[config.mk]
export PLATFORM = sky130hd
export DESIGN_NAME = snake_body_engine
export DESIGN_NICKNAME = d
export VERILOG_FILES = /design/src/rtl/snake_pkg.sv /design/src/rtl/snake_step_timer.sv /design/src/rtl/snake_body_engine.sv
export SDC_FILE = /design/constraint.sdc
export NUM_CORES = 1
export LEC_CHECK = 0
export ABC_CLOCK_PERIOD_IN_PS = 15500
export CAP_MARGIN = 40
export CORE_ASPECT_RATIO = 0.6
export CORE_MARGIN = 8
export CORE_UTILIZATION = 40
export DETAILED_ROUTE_END_ITERATION = 10
export PLACE_DENSITY = 0.61
export REMOVE_ABC_BUFFERS = 1
export SLEW_MARGIN = 20
export SYNTH_ARGS = -nofsm -noshare
export SYNTH_HDL_FRONTEND = slang
export SYNTH_HIERARCHICAL = 1
export SYNTH_SLANG_ARGS = --single-unit
[constraint.sdc]
create_clock -name clk -period 15.5 [get_ports clk]
set_input_delay 2.325 -clock clk [delete_from_list [all_inputs] [get_ports clk]]
set_output_delay 2.325 -clock clk [all_outputs]
set_load 0.01 [all_outputs]
[src/rtl/snake_pkg.sv]
// Shared encodings for the snake movement engine: directions, query cell
// classes, run states and the 180-degree reversal helper.
`timescale 1ns/1ps
package snake_pkg;

  typedef enum logic [1:0] {
    DIR_UP    = 2'b00,
    DIR_DOWN  = 2'b01,
    DIR_LEFT  = 2'b10,
    DIR_RIGHT = 2'b11
  } dir_e;

  typedef enum logic [1:0] {
    CELL_NONE = 2'b00,
    CELL_HEAD = 2'b01,
    CELL_BODY = 2'b10,
    CELL_WALL = 2'b11
  } cell_e;

  typedef enum logic [1:0] {
    ST_IDLE   = 2'b00,
    ST_RUN    = 2'b01,
    ST_PAUSED = 2'b10,
    ST_DEAD   = 2'b11
  } run_state_e;

  // Direction pointing the opposite way (up<->down, left<->right).
  function automatic dir_e opposite_dir(input dir_e d);
    case (d)
      DIR_UP:   return DIR_DOWN;
      DIR_DOWN: return DIR_UP;
      DIR_LEFT: return DIR_RIGHT;
      default:  return DIR_LEFT;
    endcase
  endfunction

endpackage

[src/rtl/snake_step_timer.sv]
// Step timer: counts enabled clocks and strobes o_step in the cycle the
// count reaches STEP_TICKS-1, wrapping back to zero in that same cycle.
`timescale 1ns/1ps
module snake_step_timer #(
  parameter int STEP_TICKS = 12500000
) (
  input  logic i_clk,
  input  logic i_rst,
  input  logic i_en,
  input  logic i_clr,
  output logic o_step
);

  localparam int CNT_W = (STEP_TICKS > 1) ? $clog2(STEP_TICKS) : 1;
  localparam logic [CNT_W-1:0] LP_LAST = CNT_W'(STEP_TICKS - 1);

  logic [CNT_W-1:0] r_cnt;

  assign o_step = i_en && (r_cnt == LP_LAST);

  // Tick counter: holds when disabled, wraps on the step cycle.
  always_ff @(posedge i_clk) begin
    if (i_rst || i_clr) begin
      r_cnt <= '0;
    end else if (i_en) begin
      r_cnt <= o_step ? '0 : r_cnt + 1'b1;
    end
  end

endmodule

[src/rtl/snake_body_engine.sv]
// Snake movement engine: segment store, direction/grow buffering, wall and
// self collision, run-state FSM and registered per-cell query for the
// renderer. Optional head wrap-around: define SNAKE_BODY_ENGINE_WRAP_EN.
//
// dir_valid qualifies dir_req for exactly the cycle it is high; there is no
// back-pressure, so a request is either taken into the pending slot or
// discarded in the cycle it is presented. grow and start are likewise
// single-cycle pulses with no acknowledge.
`timescale 1ns/1ps
module snake_body_engine
  import snake_pkg::*;
#(
  parameter int MAX_LEN    = 16,
  parameter int INIT_LEN   = 3,
  parameter int GRID_W     = 36,
  parameter int GRID_H     = 26,
  parameter int COORD_W    = 6,
  parameter int STEP_TICKS = 12500000,
  parameter int INIT_X     = 10,
  parameter int INIT_Y     = 5
) (
  input  logic               clk,
  input  logic               rst,
  input  logic               start,
  input  logic               pause,
  input  logic [1:0]         dir_req,
  input  logic               dir_valid,
  input  logic               grow,
  input  logic               protect,
  input  logic [COORD_W-1:0] query_x,
  input  logic [COORD_W-1:0] query_y,
  output logic [1:0]         query_cell,
  output logic [COORD_W-1:0] head_x,
  output logic [COORD_W-1:0] head_y,
  output logic [6:0]         length,
  output logic               step_pulse,
  output logic               hit_wall,
  output logic               hit_body,
  output logic [1:0]         run_state
);

  localparam logic [COORD_W-1:0] LP_X_LAST   = COORD_W'(GRID_W - 1);
  localparam logic [COORD_W-1:0] LP_Y_LAST   = COORD_W'(GRID_H - 1);
  localparam logic [6:0]         LP_MAX_LEN  = 7'(MAX_LEN);
  localparam logic [6:0]         LP_INIT_LEN = 7'(INIT_LEN);
`ifdef SNAKE_BODY_ENGINE_WRAP_EN
  localparam logic [COORD_W-1:0] LP_X_IN = COORD_W'(GRID_W - 2);
  localparam logic [COORD_W-1:0] LP_Y_IN = COORD_W'(GRID_H - 2);
`endif

  run_state_e         r_state, w_state_nxt;
  dir_e               r_dir, r_pend_dir, w_dir_eff, w_dir_ref, w_req;
  logic               r_pend_valid, r_grow_pend, r_step_pulse;
  logic               r_hit_wall, r_hit_body;
  logic [6:0]         r_len, w_body_lim;
  logic [COORD_W-1:0] r_seg_x [MAX_LEN];
  logic [COORD_W-1:0] r_seg_y [MAX_LEN];
  cell_e              r_query, w_query;
  logic               w_step, w_tmr_en, w_req_ok, w_growing;
  logic               w_wall_raw, w_body_raw, w_hit_wall, w_hit_body, w_collide;
  logic [COORD_W-1:0] w_nx, w_ny;

  assign w_tmr_en = (r_state == ST_RUN) && !pause && !start;

  snake_step_timer #(.STEP_TICKS(STEP_TICKS)) u_timer (
    .i_clk  (clk),
    .i_rst  (rst),
    .i_en   (w_tmr_en),
    .i_clr  (start),
    .o_step (w_step)
  );

  // Direction selection: pending request wins at a step; new requests are
  // judged against whatever direction will be committed after this cycle.
  always_comb begin
    w_dir_eff = r_pend_valid ? r_pend_dir : r_dir;
    w_dir_ref = w_step ? w_dir_eff : r_dir;
    w_req     = dir_e'(dir_req);
    w_req_ok  = dir_valid && (w_req != w_dir_ref) && (w_req != opposite_dir(w_dir_ref));
  end

  // Next head position and raw wall hit (clamped in place under protect).
  always_comb begin
    w_nx       = r_seg_x[0];
    w_ny       = r_seg_y[0];
    w_wall_raw = 1'b0;
`ifdef SNAKE_BODY_ENGINE_WRAP_EN
    case (w_dir_eff)
      DIR_UP:   w_ny = (r_seg_y[0] == COORD_W'(1)) ? LP_Y_IN : r_seg_y[0] - 1'b1;
      DIR_DOWN: w_ny = (r_seg_y[0] == LP_Y_IN) ? COORD_W'(1) : r_seg_y[0] + 1'b1;
      DIR_LEFT: w_nx = (r_seg_x[0] == COORD_W'(1)) ? LP_X_IN : r_seg_x[0] - 1'b1;
      default:  w_nx = (r_seg_x[0] == LP_X_IN) ? COORD_W'(1) : r_seg_x[0] + 1'b1;
    endcase
`else
    case (w_dir_eff)
      DIR_UP:   w_ny = r_seg_y[0] - 1'b1;
      DIR_DOWN: w_ny = r_seg_y[0] + 1'b1;
      DIR_LEFT: w_nx = r_seg_x[0] - 1'b1;
      default:  w_nx = r_seg_x[0] + 1'b1;
    endcase
    w_wall_raw = (w_nx == '0) || (w_nx == LP_X_LAST) || (w_ny == '0) || (w_ny == LP_Y_LAST);
    if (w_wall_raw && protect) begin
      w_nx = r_seg_x[0];
      w_ny = r_seg_y[0];
    end
`endif
  end

  // Self-collision: the tail cell is vacated on a normal step, kept when growing.
  always_comb begin
    w_growing  = r_grow_pend && (r_len < LP_MAX_LEN);
    w_body_lim = w_growing ? r_len : r_len - 7'd1;
    w_body_raw = 1'b0;
    for (int i = 0; i < MAX_LEN; i++) begin
      if ((7'(i) < w_body_lim) && (r_seg_x[i] == w_nx) && (r_seg_y[i] == w_ny)) begin
        w_body_raw = 1'b1;
      end
    end
    w_hit_wall = w_wall_raw && !protect;
    w_hit_body = w_body_raw && !protect && !w_wall_raw;
    w_collide  = w_hit_wall || w_hit_body;
  end

  // Run-state next-state logic; start overrides everything.
  always_comb begin
    w_state_nxt = r_state;
    if (start) begin
      w_state_nxt = ST_RUN;
    end else begin
      case (r_state)
        ST_RUN: begin
          if (w_step && w_collide) w_state_nxt = ST_DEAD;
          else if (pause)          w_state_nxt = ST_PAUSED;
        end
        ST_PAUSED: if (!pause) w_state_nxt = ST_RUN;
        default:   w_state_nxt = r_state;
      endcase
    end
  end

  // Run-state register.
  always_ff @(posedge clk) begin
    if (rst) r_state <= ST_IDLE;
    else     r_state <= w_state_nxt;
  end

  // Snake body, direction, grow and collision flags; start reloads reset values.
  always_ff @(posedge clk) begin
    if (rst || start) begin
      for (int i = 0; i < MAX_LEN; i++) begin
        r_seg_x[i] <= COORD_W'(INIT_X - i);
        r_seg_y[i] <= COORD_W'(INIT_Y);
      end
      r_len        <= LP_INIT_LEN;
      r_dir        <= DIR_RIGHT;
      r_pend_dir   <= DIR_UP;
      r_pend_valid <= 1'b0;
      r_grow_pend  <= 1'b0;
      r_step_pulse <= 1'b0;
      r_hit_wall   <= 1'b0;
      r_hit_body   <= 1'b0;
    end else begin
      r_step_pulse <= w_step;
      if (w_step) begin
        r_dir        <= w_dir_eff;
        r_pend_valid <= 1'b0;
        r_grow_pend  <= 1'b0;
      end
      if (w_req_ok) begin
        r_pend_valid <= 1'b1;
        r_pend_dir   <= w_req;
      end
      if (grow) r_grow_pend <= 1'b1;
      if (w_step) begin
        if (w_hit_wall) begin
          r_hit_wall <= 1'b1;
        end else if (w_hit_body) begin
          r_hit_body <= 1'b1;
        end else begin
          for (int i = 1; i < MAX_LEN; i++) begin
            r_seg_x[i] <= r_seg_x[i-1];
            r_seg_y[i] <= r_seg_y[i-1];
          end
          r_seg_x[0] <= w_nx;
          r_seg_y[0] <= w_ny;
          if (w_growing) r_len <= r_len + 7'd1;
        end
      end
    end
  end

  // Cell classification for the renderer: wall, then head, then body.
  always_comb begin
    w_query = CELL_NONE;
    for (int i = 1; i < MAX_LEN; i++) begin
      if ((7'(i) < r_len) && (r_seg_x[i] == query_x) && (r_seg_y[i] == query_y)) begin
        w_query = CELL_BODY;
      end
    end
    if ((r_seg_x[0] == query_x) && (r_seg_y[0] == query_y)) w_query = CELL_HEAD;
    if ((query_x == '0) || (query_x == LP_X_LAST) || (query_y == '0) || (query_y == LP_Y_LAST)) begin
      w_query = CELL_WALL;
    end
  end

  // Registered query answer, one cycle after the coordinates are presented.
  always_ff @(posedge clk) begin
    if (rst || start) r_query <= CELL_NONE;
    else              r_query <= w_query;
  end

  assign query_cell = r_query;
  assign head_x     = r_seg_x[0];
  assign head_y     = r_seg_y[0];
  assign length     = r_len;
  assign step_pulse = r_step_pulse;
  assign hit_wall   = r_hit_wall;
  assign hit_body   = r_hit_body;
  assign run_state  = r_state;

endmodule

Word-level counts from Yosys, hierarchy flattened. Memories as Yosys holds them, arrays and structs flattened. Cells that the tools add are included.

Logic and storage cells: 360. Input port bits: 21. Register bits: 44. Memories kept: 2. Memory bits (writable): 192. Output and inout port bits: 26.

Memories: r_seg_x (depth 16, bits a word 6, read ports 16, clocked after memory_dff 0, write ports 16, RTL line snake_body_engine.sv:56) `logic [COORD_W-1:0] r_seg_x [MAX_LEN];`; r_seg_y (depth 16, bits a word 6, read ports 16, clocked after memory_dff 0, write ports 16, RTL line snake_body_engine.sv:57) `logic [COORD_W-1:0] r_seg_y [MAX_LEN];`.

Bitwise gates (word level): 34. Equal/unequal tests: 81. Muxes and demuxes: 89. Reductions and logical operators: 103. Order comparisons: 32. Add/subtract/negate cells: 7.

Operators by type and width (number): 6-bit equality test (64); 6-bit two-way mux (34); 4-bit by 7-bit < comparator with 1-bit output (first input constant) (16); 1-bit logical AND (74); 3-bit by 7-bit < comparator with 1-bit output (first input constant) (8); 2-bit two-way mux (22); 1-bit bitwise OR (32); 2-bit by 7-bit < comparator with 1-bit output (first input constant) (4); 1-bit two-way mux (27); 24-bit by 1-bit adder with 24-bit output (second input constant) (1); 24-bit equality test (second input constant) (1); 6-bit zero test (4); 24-bit two-way mux (1); 6-bit case mux with 2 select lines (2); 1-bit by 7-bit < comparator with 1-bit output (first input constant) (3); 6-bit by 1-bit adder with 6-bit output (second input constant) (2); 6-bit by 5-bit equality test with 1-bit output (second input constant) (2); 6-bit equality test (second input constant) (2); 6-bit by 1-bit subtractor with 6-bit output (second input constant) (2); 3-bit AND reduction (3); 1-bit logical OR (8); 7-bit by 1-bit adder with 7-bit output (second input constant) (1); 7-bit by 5-bit < comparator with 1-bit output (second input constant) (1); 7-bit two-way mux (1); other kinds (18) (31).

Logic depth before layout (Yosys ltp). Gate-level depths: netlist of the first run.

Depth after elaboration: 37. Gate-level depth with buffers: 24. Gate-level depth less buffers: 19.

Hierarchy. The synthesis of the first run kept the hierarchy.

Modules (own cells, without submodules): snake_body_engine (instances 1, cells each 1636, area an instance 14909.3 um^2, sequential area each 5445.2 um^2); snake_step_timer (instances 1, cells each 136, area an instance 1186.1 um^2, sequential area each 480.5 um^2).

Worst setup path after synthesis of the first run. OpenSTA, ideal clock, no wires.

Path kind: input to register. From: input port protect. To: memory r_seg_x[0][0], enable pin. Arrival time: 13547 ps. Path buffers: 3. Required time: 14735 ps. Stages on the path: 14. Slack: 1188 ps. Setup time: 765 ps. Path through: inv_1 > a2111oi_4 > nor4_4 > xnor2_1 > buf_2 > xor2_1 > and2_0 > nand4_1 > o2111ai_1 > or4_4 > o31a_4 > buf_2 > buf_2 > o21ai_0.

RTL lines: start: declaration (RTL line snake_body_engine.sv:29) `input logic protect,`; end: declaration (RTL line snake_body_engine.sv:56).

==> results of run 1 <==
## report_power, final
part           internal, uW  total (uW)  switching, uW
sequential              672         709           36.6
combinational          94.3         245            151
clock                   356         625            269
total                  1120        1580            457
## placed cells by master, fill, tap and decap left out, types with 10 or more instances in the layout
master	Yosys	routed
nor3_1	25	25
nor4_1	40	40
buf_4	27	39
clkbuf_16	0	25
clkdlybuf4s50_1	0	45
nor2_1	78	76
xnor2_1	202	201
nand3_1	155	155
a21oi_1	87	87
or4_1	13	13
xor2_1	192	192
o2111ai_1	11	11
and3_1	79	79
edfxtp_1	120	120
mux2i_1	10	10
or2_2	26	26
or3_1	14	14
o22ai_1	10	10
dfxtp_1	116	116
nand2_1	59	59
nand4_1	57	57
inv_1	26	26
o21ai_0	112	110
## per-stage QoR
step | total power [uW] | utilization (%) | cell area, sq um | std cells
2_1_floorplan | 852 | - | 15400 | 1620
3_3_place_gp | 946 | 42.1 | 16900 | 2234
3_5_place_dp | 957 | 42.6 | 17100 | 2248
4_1_cts | 1580 | 44.7 | 17900 | 2292
5_1_grt | 1630 | 44.8 | 18000 | 2295
6_report | 1580 | 44.8 | 18000 | 2296
## Yosys cell counts (all sizes together), types with 28 or more instances
library cell  count
a21oi            89
and3             79
buf              54
clkbuf           98
dfxtp           116
edfxtp          120
nand2            59
nand3           156
nand4            59
nor2             80
nor3             28
nor4             41
o21ai           114
or2              35
xnor2           204
xor2            192
## registers in the layout, summed over array words and instances (netlist names), 2 cells and up
| signal | cells |
|---|---|
| r_seg_x | 96 |
| r_pend_dir | 2 |
| length | 7 |
| r_dir | 2 |
| query_cell | 2 |
| run_state | 2 |
| r_seg_y | 96 |
| u_timer/r_cnt | 24 |
## path summary, 6_finish.rpt
path | startpoint | endpoint | slack (ns) | depth (start not counted)
worst min-delay path | hit_body | hit_body | 0.45 | 2
worst max register to register | r_pend_valid | r_seg_x[1][1] | 7.91 | 19
worst min register to register | hit_body | hit_body | 0.45 | 2
worst max-delay path | protect | r_seg_x[1][1] | 7.54 | 16
## cells by family after synthesis
group                      Yosys count  share of synthesized area [%]
and+or+nand+nor                    610                           21.0
xor gates and xnor gates           400                           22.3
AOI/OAI and AO/OA                  319                           12.4
DFF                                236                           36.8
buffers and inverters              179                           5.02
muxes                               18                           1.55
adders and majority gates           10                          0.824
## layout make-up
cell class	count	area (sq um)	area share (%)
multi-input cells	1357	9430	52.5
flip-flops and latches	236	5930	33.0
repair buffers	100	995	5.54
well taps	531	664	3.70
clock buffers	28	657	3.66
clock inverters	16	178	0.989
inverters	27	101	0.564
diodes	1	2.50	0.0139
## routing by layer
layer	wire, microns	share of wire, %
met1	27100	44
met2	23100	37
met3	10500	17
met4	1450	2.3
met5	104	0.17
## critical path: stages
cell and delay (ns):
clkdlybuf4s50_1 0.85, inv_1 0.44, a2111oi_4 0.68, nor3_2 0.18
buf_4 0.25, xnor2_4 0.47, xor2_1 0.12, nand3_1 0.11
o32ai_1 0.16, a211oi_1 0.37, o211ai_2 0.26, o31ai_4 0.26
buf_4 0.65, nand3_2 0.47, buf_16 0.32, or2_2 0.29
==> summary.txt, run 1 <==
Outcome
  – Result of the run: finished, final reports clean

Detailed routing
  – DR pass1 iterations: 6
  – Overall routed net length: 62200 microns
  – Count of routing violations after the opening detailed-route iteration: 2199
  – Via-to-Cell Ratio: roughly 6.3
  – DR vias: around 14k
  – Routed wire length per instance: between 20 and 30 microns
  – Routed Antenna Nets: 0
  – DRC violation count after routing: 0

Final layout
  – Net count, final: 1777
  – Share of final-layout standard cells stronger than drive strength 1: under 10%
  – Syn-to-layout area delta: 11.6%
  – Number of fillers in the final layout: slightly below 4k

Global route
  – Met3 demand-to-capacity share in global routing: around an eighth
  – First-pass GRT wire length: 90600 microns
  – Met1 track demand over resource: between 30% and 40%
  – Via count of the first global-routing pass: 13.4k
  – Initial antenna violation count: 2
  – Global Route Usage Sum: about a quarter
  – Overflow left after global routing: 0
  – Pin count of the biggest net entering global routing: 79
  – Highest-utilization routing layer at the global route stage: met1
  – Met2 Usage GRT: 33.3%

Timing
  – Worst hold-check slack: 0.449 ns
  – Final number of setup-violating endpoints: 0
  – Tmin final: roughly 8 ns
  – Fin worst setup slack: 7.54 ns
  – Final count of pins violating max slew: 0
  – Clock tree skew after final layout: about 0.014 ns
  – Remaining max-slew budget at the tightest pin: 40.5%
  – Setup TNS after final layout: 0 ns
  – Slew at the pin with the worst max-slew slack: 0.884 ns
  – Unrepaired setup endpoints after global routing: no
  – Final worst-path cycle share: 51.4%
  – Count of final hold-check violations: 0
  – Maximum achievable frequency: ~130 MHz

Placed design
  – Last weighted congestion value of the routability-driven placer: 1.02
  – Pre-CTS setup slack: 7.21 ns
  – Half-perimeter wire length of the detailed placement result: 44600 microns
  – Number of buffers added on ports: 46

Clock tree
  – Root buffer cell: clkbuf_16
  – Clock sinks: 236
  – Clock tree from TritonCTS: yes
  – Clock buffer count from CTS: 24
  – Worst-path clk slew: 0.07 ns
  – Setup Fix Bufs, Post-CTS: 0
  – Deepest clock path buffer count: 3
  – Source-to-sink clock delay at the later pin of the worst-skew pair: between 0.5 and 0.6 ns
  – Number of gates resized after CTS: 0
  – Count of hold buffers inserted by post-cts repair: 0
  – Number of H-tree levels: 1

Floorplan
  – Die footprint: 0.0471 sq mm
  – Floorplan Core Area: 0.0401 sq mm
  – Effective utilization at floorplan: 40.2%
  – Number of top-level pins: 47
  – Die height: 171 microns
  – Horiz. Die Dim: 275 microns
  – Row count: 57

Yosys
  – Library cell with the largest summed area after synthesis: edfxtp_1
  – Count of flip-flops with a built-in enable after synthesis: 120
  – Netlist cell types: 87
  – Top_reg_cell synth: edfxtp_1
  – Count of state elements after synthesis: 236
  – Gate count after technology mapping: 1772
  – Cells taking the most area after synthesis: edfxtp_1 (22%), dfxtp_1 (14%), xnor2_1 (11%), xor2_1 (10%), nand3_1 (4.8%)
  – Share of Yosys cell area claimed by the top area cell type: 22.4%
  – FFs w/ async S/R, synth: 0%
  – Syn_area_per_cell: 9.08 sq um
  – Post-synth design cell area: 0.0161 sq mm
  – Sequential share of the synthesized area: 36.8%
  – Warnings from Yosys: 6

Job
  – Max-capacitance violation count: 0

Power and ir drop
  – Lkg Pwr: 0.00613 uW
  – Pwr per Cell Area: 87.9 mW/mm^2
  – Worst vdd ir: 0.0823 mV

Critical path
  – CP max FO: 76
  – CP Data Required Time: 15.80 ns
  – Critical Path Source Type: primary input
  – CP Data Arrival Time: roughly 8.3 ns
  – Critical path start-end classification: primary input to register
  – Endpoint type of the worst setup path: register

Min path
  – Hold WC Path Type: register to register
Note: power is estimated with default switching activity, not from simulation.
==> run 2, diff against run 1 <==
--- a/config.mk
+++ b/config.mk
@@ -5,7 +5,7 @@
 export SDC_FILE = /design/constraint.sdc
 export NUM_CORES = 1
 export LEC_CHECK = 0
-export ABC_CLOCK_PERIOD_IN_PS = 15500
+export ABC_CLOCK_PERIOD_IN_PS = 7850
 export CAP_MARGIN = 40
 export CORE_ASPECT_RATIO = 0.6
 export CORE_MARGIN = 8
==> constraint.sdc (replaced) <==
create_clock -name clk -period 7.85 [get_ports clk]
set_input_delay 1.1775 -clock clk [delete_from_list [all_inputs] [get_ports clk]]
set_output_delay 1.1775 -clock clk [all_outputs]
set_load 0.01 [all_outputs]
==> summary.txt, run 2 (synthesis results as in run 1) <==
Power and ir drop
  – Combinational cell fraction of total power: 15.7%
  – Switching power: 900 uW
  – Sw Ratio: 28.4%
  – Pwr per Cell Area: 175 mW/mm^2
  – Clk pwr share: 40.3%
  – Total internal power: 2270 uW
  – Power share of the sequential group: a little over two fifths
  – Lkg Pwr: 0.00623 uW
  – Overall power of the completed layout: 3170 uW
  – Worst vdd ir: 0.189 mV

Clock tree
  – Number of gates resized after CTS: 0
  – Setup Fix Bufs, Post-CTS: 0
  – Number of H-tree levels: 1
  – Count of hold buffers inserted by post-cts repair: 0
  – Worst-path clk slew: 0.07 ns
  – Clock tree from TritonCTS: yes
  – Clock buffer count from CTS: 25
  – Root buffer cell: clkbuf_16
  – Deepest clock path buffer count: 3
  – Source-to-sink clock delay at the later pin of the worst-skew pair: between 0.5 and 0.6 ns
  – Clock sinks: 236

Final layout
  – Share of final-layout standard cells stronger than drive strength 1: 10.6%
  – Largest registers: r_seg_x: 96 flops, r_seg_y: 96 flops, u_timer/r_cnt: 24 flops
  – Net count, final: 1801
  – Leading cell types in the layout, fill and taps excluded: xnor2_1 (201), xor2_1 (192), nand3_1 (155)
  – Syn-to-layout area delta: 12.5%
  – Final core utilization: 45.2%
  – Final antenna diode count: 0
  – Non-filler instance count after layout: 2318
  – Final design instance area without fill: 0.0181 sq mm
  – Commonest non-fill, non-tap cell in the layout: xnor2_1

Placed design
  – Last weighted congestion value of the routability-driven placer: ~1
  – Number of buffers added on ports: 46
  – Dpl cell area: 0.0172 sq mm
  – Half-perimeter wire length of the detailed placement result: between 40000 and 50000 microns
  – Placed instance count: ~2.3k

Critical path
  – CP Data Required Time: 8.08 ns
  – CP Data Arrival Time: 7.35 ns
  – Start of the worst register-to-register path: r_pend_valid
  – CP Capture Point: r_seg_y[3][8]
  – Register-to-Register Path Depth: 20
  – Setup slack of the most critical reg-to-reg path: approximately 0.73 ns
  – Startpoint of the most critical setup path: r_pend_valid
  – Critical Path Source Type: register
  – Destination of the worst register-to-register timing path: r_seg_y[3][8]
  – Endpoint type of the worst setup path: register
  – Critical path start-end classification: register to register
  – CP max FO: 47

Floorplan
  – Horiz. Die Dim: 275 microns
  – Floorplan Core Area: approximately 0.04 sq mm
  – Number of top-level pins: 47
  – Die height: 171 microns
  – Die footprint: approximately 0.047 sq mm
  – Effective utilization at floorplan: 40.2%
  – Row count: between 50 and 60

Timing
  – Tmin final: slightly above 7 ns
  – Clock tree skew after final layout: 0.0193 ns
  – Maximum achievable frequency: 141 MHz
  – Final worst-path cycle share: ~91%
  – Final count of pins violating max slew: 0
  – Count of final hold-check violations: 0
  – Slew at the pin with the worst max-slew slack: 0.933 ns
  – Final number of setup-violating endpoints: 0
  – Setup TNS after final layout: 0 ns
  – Unrepaired setup endpoints after global routing: no
  – Remaining max-slew budget at the tightest pin: 37.3%

Global route
  – Initial antenna violation count: 2
  – Overflow left after global routing: 0
  – First-pass GRT wire length: 92600 microns
  – Global Route Usage Sum: 26.3%
  – Via count of the first global-routing pass: 13.5k
  – Pin count of the biggest net entering global routing: 78

Detailed routing
  – Routed Antenna Nets: 0
  – DRC violation count after routing: 0
  – Count of routing violations after the opening detailed-route iteration: 2051
  – DR vias: 14.7k
  – DR pass1 iterations: 6
  – Overall routed net length: between 60000 and 70000 microns
  – Routed wire length per instance: 27.6 microns
  – Via-to-Cell Ratio: 6.33

Min path
  – Hold WC Path Type: register to register

Job
  – Max-capacitance violation count: 0

Outcome
  – Result of the run: finished, final reports clean
[run 2: cell count changes in the layout (fill, tap and decap cells not counted), sizes merged]
| cell | previous run | this run |
|---|---|---|
| buf | 53 | 78 |
| bufinv | 3 | 4 |
| clkinv | 9 | 4 |
| inv | 28 | 29 |
| clkbuf | 30 | 31 |
| diode | 1 | 0 |
[run 2: how the worst min path moves through the flow]
stage / from / to / slack (ns) / cells after the start
floorplan: u_timer/r_cnt[23] / u_timer/r_cnt[23] / 0.45 / 2
global placement: hit_body / hit_body / 0.44 / 2
detailed placement: hit_body / hit_body / 0.45 / 2
CTS: hit_body / hit_body / 0.45 / 2
global route: hit_body / hit_body / 0.49 / 2
finish: hit_body / hit_body / 0.46 / 2
[run 2: final cells by class]
class | count | area (sq um)
fillers | 3882 | 22000
multi-input cells | 1357 | 9430
flip-flops and latches | 236 | 5930
repair buffers | 123 | 1130
clock buffers | 31 | 678
well taps | 531 | 664
clock inverters | 13 | 186
inverters | 27 | 101
[run 2: per-layer routing]
| layer | GRT usage [%] | vias up | routed length [microns] |
|---|---|---|---|
| met5 | 0 | - | 0 |
| met4 | 6.57 | 0 | 1960 |
| met3 | 9.40 | 155 | 9630 |
| met2 | 35.3 | 1001 | 24600 |
| met1 | 39.1 | 7162 | 27700 |
| li1 | - | 6353 | - |
[run 2: through the flow]
step / setup WS, ns / hold slack (ns)
3_5_place_dp: 0.982 / 0.445
2_1_floorplan: -8.91 / 0.447
4_1_cts: 0.925 / 0.454
3_3_place_gp: 1.16 / 0.440
5_1_grt: 0.501 / 0.491
6_report: 0.735 / 0.456
[run 2: power by group through the flow]
| stage | Sequential, uW | Clock [uW] | Combinational, uW |
|---|---|---|---|
| 2_1_floorplan | 1400 | 0 | 278 |
| 3_3_place_gp | 1410 | 0 | 473 |
| 3_5_place_dp | 1410 | 0 | 478 |
| 4_1_cts | 1390 | 1300 | 480 |
| 5_1_grt | 1390 | 1340 | 524 |
| 6_report | 1390 | 1280 | 498 |
[run 2: worst max-delay path, stage by stage, from the launching register on]
cell and delay, ns:
dfxtp_1 0.54, nor3b_1 0.11, a21oi_1 0.44, inv_1 0.12, fa_1 0.42, nand2b_1 0.16, a21oi_1 0.17, xnor2_1 0.14
a221o_1 0.39, and3_1 0.27, o21ai_4 0.49, mux2i_4 0.55, buf_4 0.30, xor2_1 0.09, nand4_1 0.14, o32ai_1 0.20
a211oi_1 0.44, o211ai_2 0.31, o31a_4 0.45, o21ai_4 0.65, buf_12 0.33
